**src/rtl/pc_pkg.sv**
```systemverilog
// Shared pc_next_unit definitions:
// next-PC select encodings and default vectors.
package pc_pkg;

  localparam int PCSEL_W = 3;

  localparam logic [PCSEL_W-1:0] PCSEL_SEQ    = 3'd0;
  localparam logic [PCSEL_W-1:0] PCSEL_BRANCH = 3'd1;
  localparam logic [PCSEL_W-1:0] PCSEL_JUMP   = 3'd2;
  localparam logic [PCSEL_W-1:0] PCSEL_JREG   = 3'd3;
  localparam logic [PCSEL_W-1:0] PCSEL_RET    = 3'd4;
  localparam logic [PCSEL_W-1:0] PCSEL_EXC    = 3'd5;

  localparam logic [31:0] DEF_RESET_VECTOR = 32'h0000_0000;
  localparam logic [31:0] DEF_EXC_VECTOR   = 32'h8000_0180;

endpackage

```
**src/rtl/pc_next_unit_if.sv**
```systemverilog
// Control-unit <-> PC unit bundle.
// master: control side; slave: pc_next_unit.
interface pc_next_unit_if #(
  parameter int WIDTH = 32
);
  import pc_pkg::*;

  logic               stall;
  logic [PCSEL_W-1:0] pcSel;
  logic               isCall;
  logic [WIDTH-1:0]   bResult;
  logic [WIDTH-1:0]   jTarget;
  logic [WIDTH-1:0]   jrTarget;
  logic [WIDTH-1:0]   pc;
  logic [WIDTH-1:0]   pcPlus;
  logic               rasEmpty;
  logic               rasOverflow;
  logic               rasUnderflow;

  modport master (
    output stall, pcSel, isCall,
    output bResult, jTarget, jrTarget,
    input  pc, pcPlus,
    input  rasEmpty, rasOverflow,
    input  rasUnderflow
  );

  modport slave (
    input  stall, pcSel, isCall,
    input  bResult, jTarget, jrTarget,
    output pc, pcPlus,
    output rasEmpty, rasOverflow,
    output rasUnderflow
  );

endinterface

```
**src/rtl/ras_stack.sv**
```systemverilog
// Circular return-address stack; push wins
// over oldest entry when full (sticky overflow).
module ras_stack #(
  parameter int WIDTH = 32,
  parameter int DEPTH = 4
) (
  input  logic             clk,
  input  logic             rst,
  input  logic             i_push,
  input  logic             i_pop,
  input  logic [WIDTH-1:0] i_wdata,
  output logic [WIDTH-1:0] o_top_data,
  output logic             o_empty,
  output logic             o_full,
  output logic             o_overflow
);

  localparam int PW = $clog2(DEPTH);
  localparam int CW = PW + 1;

  logic [WIDTH-1:0] r_mem [DEPTH];
  logic [PW-1:0]    r_top;
  logic [CW-1:0]    r_cnt;
  logic             r_ovf;
  logic [PW-1:0]    w_top_inc;
  logic [PW-1:0]    w_top_dec;

  assign w_top_inc = r_top + PW'(1);
  assign w_top_dec = r_top - PW'(1);
  assign o_empty   = (r_cnt == '0);
  assign o_full    = (r_cnt == CW'(DEPTH));
  assign o_top_data = r_mem[r_top];
  assign o_overflow = r_ovf;

  always_ff @(posedge clk) begin
    if (rst) begin
      r_top <= '0;
      r_cnt <= '0;
      r_ovf <= 1'b0;
    end else if (i_push) begin
      r_mem[w_top_inc] <= i_wdata;
      r_top <= w_top_inc;
      if (o_full) r_ovf <= 1'b1;
      else        r_cnt <= r_cnt + CW'(1);
    end else if (i_pop && !o_empty) begin
      r_top <= w_top_dec;
      r_cnt <= r_cnt - CW'(1);
    end
  end

endmodule

```
**src/rtl/pc_next_unit.sv**
```systemverilog
// PC register, six-source next-PC mux and RAS.
// Ports: clk, rst, bus (pc_next_unit_if.slave).
module pc_next_unit
  import pc_pkg::*;
#(
  parameter int WIDTH = 32,
  parameter int INC   = 4,
  parameter logic [WIDTH-1:0] RESET_VECTOR =
    WIDTH'(DEF_RESET_VECTOR),
  parameter logic [WIDTH-1:0] EXC_VECTOR =
    WIDTH'(DEF_EXC_VECTOR),
  parameter int RAS_DEPTH = 4
) (
  input  logic           clk,
  input  logic           rst,
  pc_next_unit_if.slave  bus
);

  logic [WIDTH-1:0] r_pc;
  logic             r_unf;
  logic [WIDTH-1:0] w_plus;
  logic [WIDTH-1:0] w_next;
  logic [WIDTH-1:0] w_top;
  logic w_br, w_jmp, w_jr, w_ret, w_exc;
  logic w_push, w_pop;
  logic w_empty, w_full, w_ovf;

  assign w_br  = (bus.pcSel == PCSEL_BRANCH);
  assign w_jmp = (bus.pcSel == PCSEL_JUMP);
  assign w_jr  = (bus.pcSel == PCSEL_JREG);
  assign w_ret = (bus.pcSel == PCSEL_RET);
  assign w_exc = (bus.pcSel == PCSEL_EXC);

  assign w_plus = r_pc + WIDTH'(INC);

  // Calls only ride on control transfers.
  assign w_push = !bus.stall && bus.isCall
                && (w_br || w_jmp || w_jr);
  assign w_pop  = !bus.stall && w_ret && !w_empty;

  always_comb begin
    w_next = w_plus;
    unique case (1'b1)
      w_br:  w_next = bus.bResult;
      w_jmp: w_next = bus.jTarget;
      w_jr:  w_next = bus.jrTarget;
      w_ret: w_next = w_empty ? bus.jrTarget
                              : w_top;
      w_exc: w_next = EXC_VECTOR;
      default: ;
    endcase
  end

  always_ff @(posedge clk) begin
    if (rst) begin
      r_pc  <= RESET_VECTOR;
      r_unf <= 1'b0;
    end else begin
      if (!bus.stall) r_pc <= w_next;
      r_unf <= !bus.stall && w_ret && w_empty;
    end
  end

  ras_stack #(
    .WIDTH (WIDTH),
    .DEPTH (RAS_DEPTH)
  ) u_ras (
    .clk        (clk),
    .rst        (rst),
    .i_push     (w_push),
    .i_pop      (w_pop),
    .i_wdata    (w_plus),
    .o_top_data (w_top),
    .o_empty    (w_empty),
    .o_full     (w_full),
    .o_overflow (w_ovf)
  );

  assign bus.pc           = r_pc;
  assign bus.pcPlus       = w_plus;
  assign bus.rasEmpty     = w_empty;
  assign bus.rasOverflow  = w_ovf;
  assign bus.rasUnderflow = r_unf;

endmodule

```
**src/flat_wrapper.sv**
```systemverilog
// flat-port wrapper written by rule: the top's interface ports become plain ports
module pc_next_unit_flat import pc_pkg::*;
#(
  parameter int WIDTH = 32,
  parameter int INC   = 4,
  parameter logic [WIDTH-1:0] RESET_VECTOR =
    WIDTH'(DEF_RESET_VECTOR),
  parameter logic [WIDTH-1:0] EXC_VECTOR =
    WIDTH'(DEF_EXC_VECTOR),
  parameter int RAS_DEPTH = 4
)
  (clk, rst, bus_stall, bus_pcSel, bus_isCall, bus_bResult, bus_jTarget, bus_jrTarget, bus_pc, bus_pcPlus, bus_rasEmpty, bus_rasOverflow, bus_rasUnderflow);
  pc_next_unit_if #(.WIDTH(WIDTH)) bus_i ();
  input  logic clk;
  input  logic rst;
  input wire logic [$bits(bus_i.stall)-1:0] bus_stall;
  input wire logic [$bits(bus_i.pcSel)-1:0] bus_pcSel;
  input wire logic [$bits(bus_i.isCall)-1:0] bus_isCall;
  input wire logic [$bits(bus_i.bResult)-1:0] bus_bResult;
  input wire logic [$bits(bus_i.jTarget)-1:0] bus_jTarget;
  input wire logic [$bits(bus_i.jrTarget)-1:0] bus_jrTarget;
  output wire logic [$bits(bus_i.pc)-1:0] bus_pc;
  output wire logic [$bits(bus_i.pcPlus)-1:0] bus_pcPlus;
  output wire logic [$bits(bus_i.rasEmpty)-1:0] bus_rasEmpty;
  output wire logic [$bits(bus_i.rasOverflow)-1:0] bus_rasOverflow;
  output wire logic [$bits(bus_i.rasUnderflow)-1:0] bus_rasUnderflow;
  assign bus_i.stall = bus_stall;
  assign bus_i.pcSel = bus_pcSel;
  assign bus_i.isCall = bus_isCall;
  assign bus_i.bResult = bus_bResult;
  assign bus_i.jTarget = bus_jTarget;
  assign bus_i.jrTarget = bus_jrTarget;
  assign bus_pc = bus_i.pc;
  assign bus_pcPlus = bus_i.pcPlus;
  assign bus_rasEmpty = bus_i.rasEmpty;
  assign bus_rasOverflow = bus_i.rasOverflow;
  assign bus_rasUnderflow = bus_i.rasUnderflow;
  pc_next_unit #(.WIDTH(WIDTH), .INC(INC), .RESET_VECTOR(RESET_VECTOR), .EXC_VECTOR(EXC_VECTOR), .RAS_DEPTH(RAS_DEPTH)) u_core (.clk(clk), .rst(rst), .bus(bus_i));
endmodule
```
**config.mk**
```make
export PLATFORM = sky130hd
export DESIGN_NAME = pc_next_unit_flat
export DESIGN_NICKNAME = d
export VERILOG_FILES = /design/src/rtl/pc_pkg.sv /design/src/rtl/pc_next_unit_if.sv /design/src/rtl/ras_stack.sv /design/src/rtl/pc_next_unit.sv /design/src/flat_wrapper.sv
export SDC_FILE = /design/constraint.sdc
export NUM_CORES = 1
export LEC_CHECK = 0
export BUFFER_PORTS_ARGS = -buffer_cell sky130_fd_sc_hd__clkbuf_2
export CAP_MARGIN = 20
export CORE_ASPECT_RATIO = 2
export CORE_MARGIN = 5
export CORE_UTILIZATION = 56
export DETAILED_ROUTE_END_ITERATION = 8
export PLACE_DENSITY = 0.81
export RECOVER_POWER = 50
export SLEW_MARGIN = 0
export SYNTH_ARGS = -nofsm -noshare
export SYNTH_HDL_FRONTEND = slang
export SYNTH_SLANG_ARGS = --single-unit
```
**constraint.sdc**
```tcl
create_clock -name clk -period 2.7 [get_ports clk]
set_input_delay 0.405 -clock clk [delete_from_list [all_inputs] [get_ports clk]]
set_output_delay 0.405 -clock clk [all_outputs]
set_load 0.02 [all_outputs]
```
==> results.tsv <==
stage	metric	value	unit
floorplanning	die_w	97.46	µm
floorplanning	die_h	184.9	µm
yosys	synth_common_cells	edfxtp_1 (128), dfxtp_1 (41), nand2_1 (36)	
yosys	synthSimpleGateAreaFrac	0.1076	
timing	hold_viol_final	0	
hold_path	worstHoldPathType	in2reg	
clocking	clock_latency	0.43	ns
yosys	yosysTopAreaCell	edfxtp_1	
placement	dpl.hpwl	20.06	mm
clocking	h-tree-depth	4	
yosys	synth_xor_area_frac	0.02965	
clocking	clk_pin_slew	0.07	ns
placement	portBuffers	169	
setup_path	worstSetupPathType	reg2out	
route	vias	7243	
clocking	clkSinkCount	169	
power_and_ir_drop	p_leak	4.094	nW
clocking	numCtsBuffers	17	
status	status	finished, final reports clean	
route	drtPass1Iterations	5	
setup_path	worstReg2RegStart	u_core.u_ras.r_cnt[2]$_SDFFE_PP0P_	
finish	num_antenna_cells	0	
yosys	yosys.area_share.adder	0.009639	
route	wirelength	28.89	mm
job	cap_violations	0	
route	drt_iter0_drc	748	
floorplanning	ioPinCount	170	
floorplanning	initial_utilization	0.5631	
timing	finalCritPeriodShare	0.9803	
setup_path	reg2regPathDepth	7	
finish	utilization	0.7046	
power_and_ir_drop	peakVddDrop	474.7	µV
yosys	yosysWarningCount	0	
clocking	clockRootBuffer	clkbuf_16	
finish	fill_cells	1105	
route	routedWlPerCell	26.51	µm
hold_path	worstHoldStart	bus_jrTarget[21]	
finish	regArea	0.004678	mm²
power_and_ir_drop	power_density	573.8	mW/mm²
clocking	cts_tree	yes	
yosys	synth-compound-area-share	0.1291	
yosys	ys_top_cells_by_area	edfxtp_1 (45%), dfxtp_1 (9.6%), mux4_2 (8.4%), mux2_2 (3.7%), a22oi_1 (2.3%)	
global_route	antenna_found_initial	0	
route	vias_per_cell	6.645	
yosys	ys_seq_area_frac	0.5445	
yosys	syn_nets	793	
timing	max_slew_margin	0.3760	
floorplanning	dieArea	0.01802	mm²
floorplanning	coreArea	0.01521	mm²
yosys	synth_mux_area_frac	0.1373	
setup_path	cp_max_fo	6	
setup_path	crit_start	u_core.bus.pc[26]$_SDFFE_PP0N_	
yosys	synth_top_area_share	0.4487	
hold_path	hold_path_depth	3	
placement	gp_congestion	0.9537	
finish	nets	988	
yosys	synth_ff_type	edfxtp_1	
setup_path	cp-start-kind	flop	
finish	multi_input_area	0.003754	mm²
setup_path	reg2reg_to	u_core.bus.pc[8]$_SDFFE_PP0N_	
timing	setup_tns	0	ns
timing	drv_slew	0	
global_route	grt_use_total	0.3168	
yosys	synth_area_per_cell	12.52	µm²
yosys	synth_most_common_cell	edfxtp_1	
setup_path	endpoint_kind	output port	
timing	worstMarginPinSlew	0.9360	ns
timing	rsz0062_at_grt	yes	
yosys	syn_area	0.008567	mm²
timing	fmaxAchievable	377.8	MHz
timing	skew	0.01408	ns
yosys	ys_seq_elements	169	
global_route	grt_pass1_wl	42.93	mm
yosys	synth-edff-count	128	
hold_path	min_to	u_core.bus.pc[21]$_SDFFE_PP0N_	
global_route	grt_overflow	0	
yosys	postSynthCellCount	684	
timing	layout_min_cycle_time	2.647	ns
global_route	grt_start_max_net_pins	33	
clocking	cts_buffer_depth	2	
setup_path	crit_required	2.30	ns
route	drcViolationCount	0	
setup_path	critPathArrivalTime	2.24	ns
route	ant_nets	0	
setup_path	rrSetupSlack	0.54	ns
finish	area_delta_synth_final	25.14	%
yosys	synth_top_family_by_area	multiplexers	
yosys	async_reset_ff_frac	0	
global_route	grt_pass1_vias	7404	
floorplanning	num_rows	64	
finish	layout-drive-gt1-share	0.4103	
yosys	synth_cell_types	69	
timing	setup_violations	0	
==> power breakdown <==
| group | switching [mW] | internal, mW |
|---|---|---|
| sequential | 0.0611 | 2.86 |
| clock | 1.08 | 1.21 |
| combinational | 0.566 | 0.371 |
==> cell usage in the layout, fill, tap and decap left out, drive strengths merged, types with 4 or more instances in the layout <==
cell / synthesis / final
clkbuf: 30 / 189
edfxtp: 128 / 128
buf: 29 / 63
dfxtp: 41 / 41
nand2: 38 / 38
mux4: 32 / 32
nor2: 30 / 30
mux2: 28 / 28
o21ai: 26 / 26
a22oi: 26 / 26
inv: 17 / 26
a21oi: 25 / 25
nand3: 20 / 20
xnor2: 19 / 19
and3: 18 / 18
nor3: 18 / 18
mux2i: 14 / 14
nand4: 13 / 13
o22ai: 11 / 11
xor2: 10 / 10
a221oi: 9 / 9
a31oi: 9 / 9
or3: 8 / 8
and4: 8 / 8
o2111a: 7 / 7
o221ai: 7 / 7
and2: 7 / 7
ha: 5 / 5
a2111oi: 5 / 5
nor4: 5 / 5
nand2b: 4 / 4
a211oi: 4 / 4
clkinvlp: 0 / 4
==> layer usage <==
layer	routed length (µm)	GRT usage	share of wire
met4	2122	0.2130	0.073
met3	2477	0.05466	0.086
met2	14890	0.5505	0.52
met1	9399	0.3543	0.33
met5	0	0	0
==> cells by family (layout without fill, tap and decap cells) <==
family	after synthesis	count (layout)
compound gates	155	155
xor+xnor	29	29
fa+ha+maj	6	6
buf+inv	77	285
flops	169	169
mux	74	74
simple gates	174	174
==> layout make-up <==
cell class | instances | share of cell area
flip-flops and latches | 169 | 0.4364
clock inverters | 15 | 0.01214
multi-input cells | 438 | 0.3501
clock buffers | 17 | 0.03968
well taps | 198 | 0.02311
inverters | 18 | 0.006303
repair buffers | 235 | 0.1322
==> critical path, stage by stage, from the launching register on <==
cell      delay [ns]
dfxtp_1         0.46
and4_2          0.34
nand3_1         0.18
nor4_4          0.37
xor2_1          0.25
clkbuf_2        0.21
==> through the flow <==
| step | total power, mW | setup slack (ns) | instances | hold slack [ns] | area [µm²] |
|---|---|---|---|---|---|
| final | 6.152 | 0.05310 | 1090 | 0.3599 | 10720 |
| after global routing | 6.352 | -0.004201 | 1090 | 0.3963 | 10720 |
| after CTS | 6.125 | 0.002388 | 1084 | 0.3521 | 10600 |
| after detailed placement | 3.868 | 0.1869 | 1049 | 0.4890 | 9898 |
| after global placement | 3.841 | 0.2491 | 1049 | 0.4822 | 9898 |
| after floorplan | 3.476 | 0.1242 | 684 | 0.5163 | 8567 |
==> worst max path at each step <==
| stage | slack, ns | to |
|---|---|---|
| after global placement | 0.25 | bus_pcPlus[24] |
| final | 0.05 | bus_pcPlus[31] |
| after global routing | -0.004 | bus_pcPlus[26] |
| after detailed placement | 0.19 | bus_pcPlus[24] |
| after CTS | 0.002 | bus_pcPlus[22] |
| after floorplan | 0.12 | bus_pcPlus[30] |
==> state kept, by name, indices dropped and copies added, names as in the netlist, named ones only <==
| name | count |
|---|---|
| u_core.u_ras.o_overflow | 1 |
| u_core.u_ras.r_cnt | 3 |
| u_core.u_ras.r_top | 2 |
| u_core.u_ras.r_mem | 128 |
| u_core.bus.rasUnderflow | 1 |
| u_core.bus.pc | 32 |
==> repair_timing <==
item | in CTS | in global routing
pin swaps | 2 | 7
hold buffers | 0 | 0
setup endpoints to repair | 18 | 20
gates resized for setup | 29 | 23
buffers inserted | 3 | 6
(Power assumes the default switching activity.)
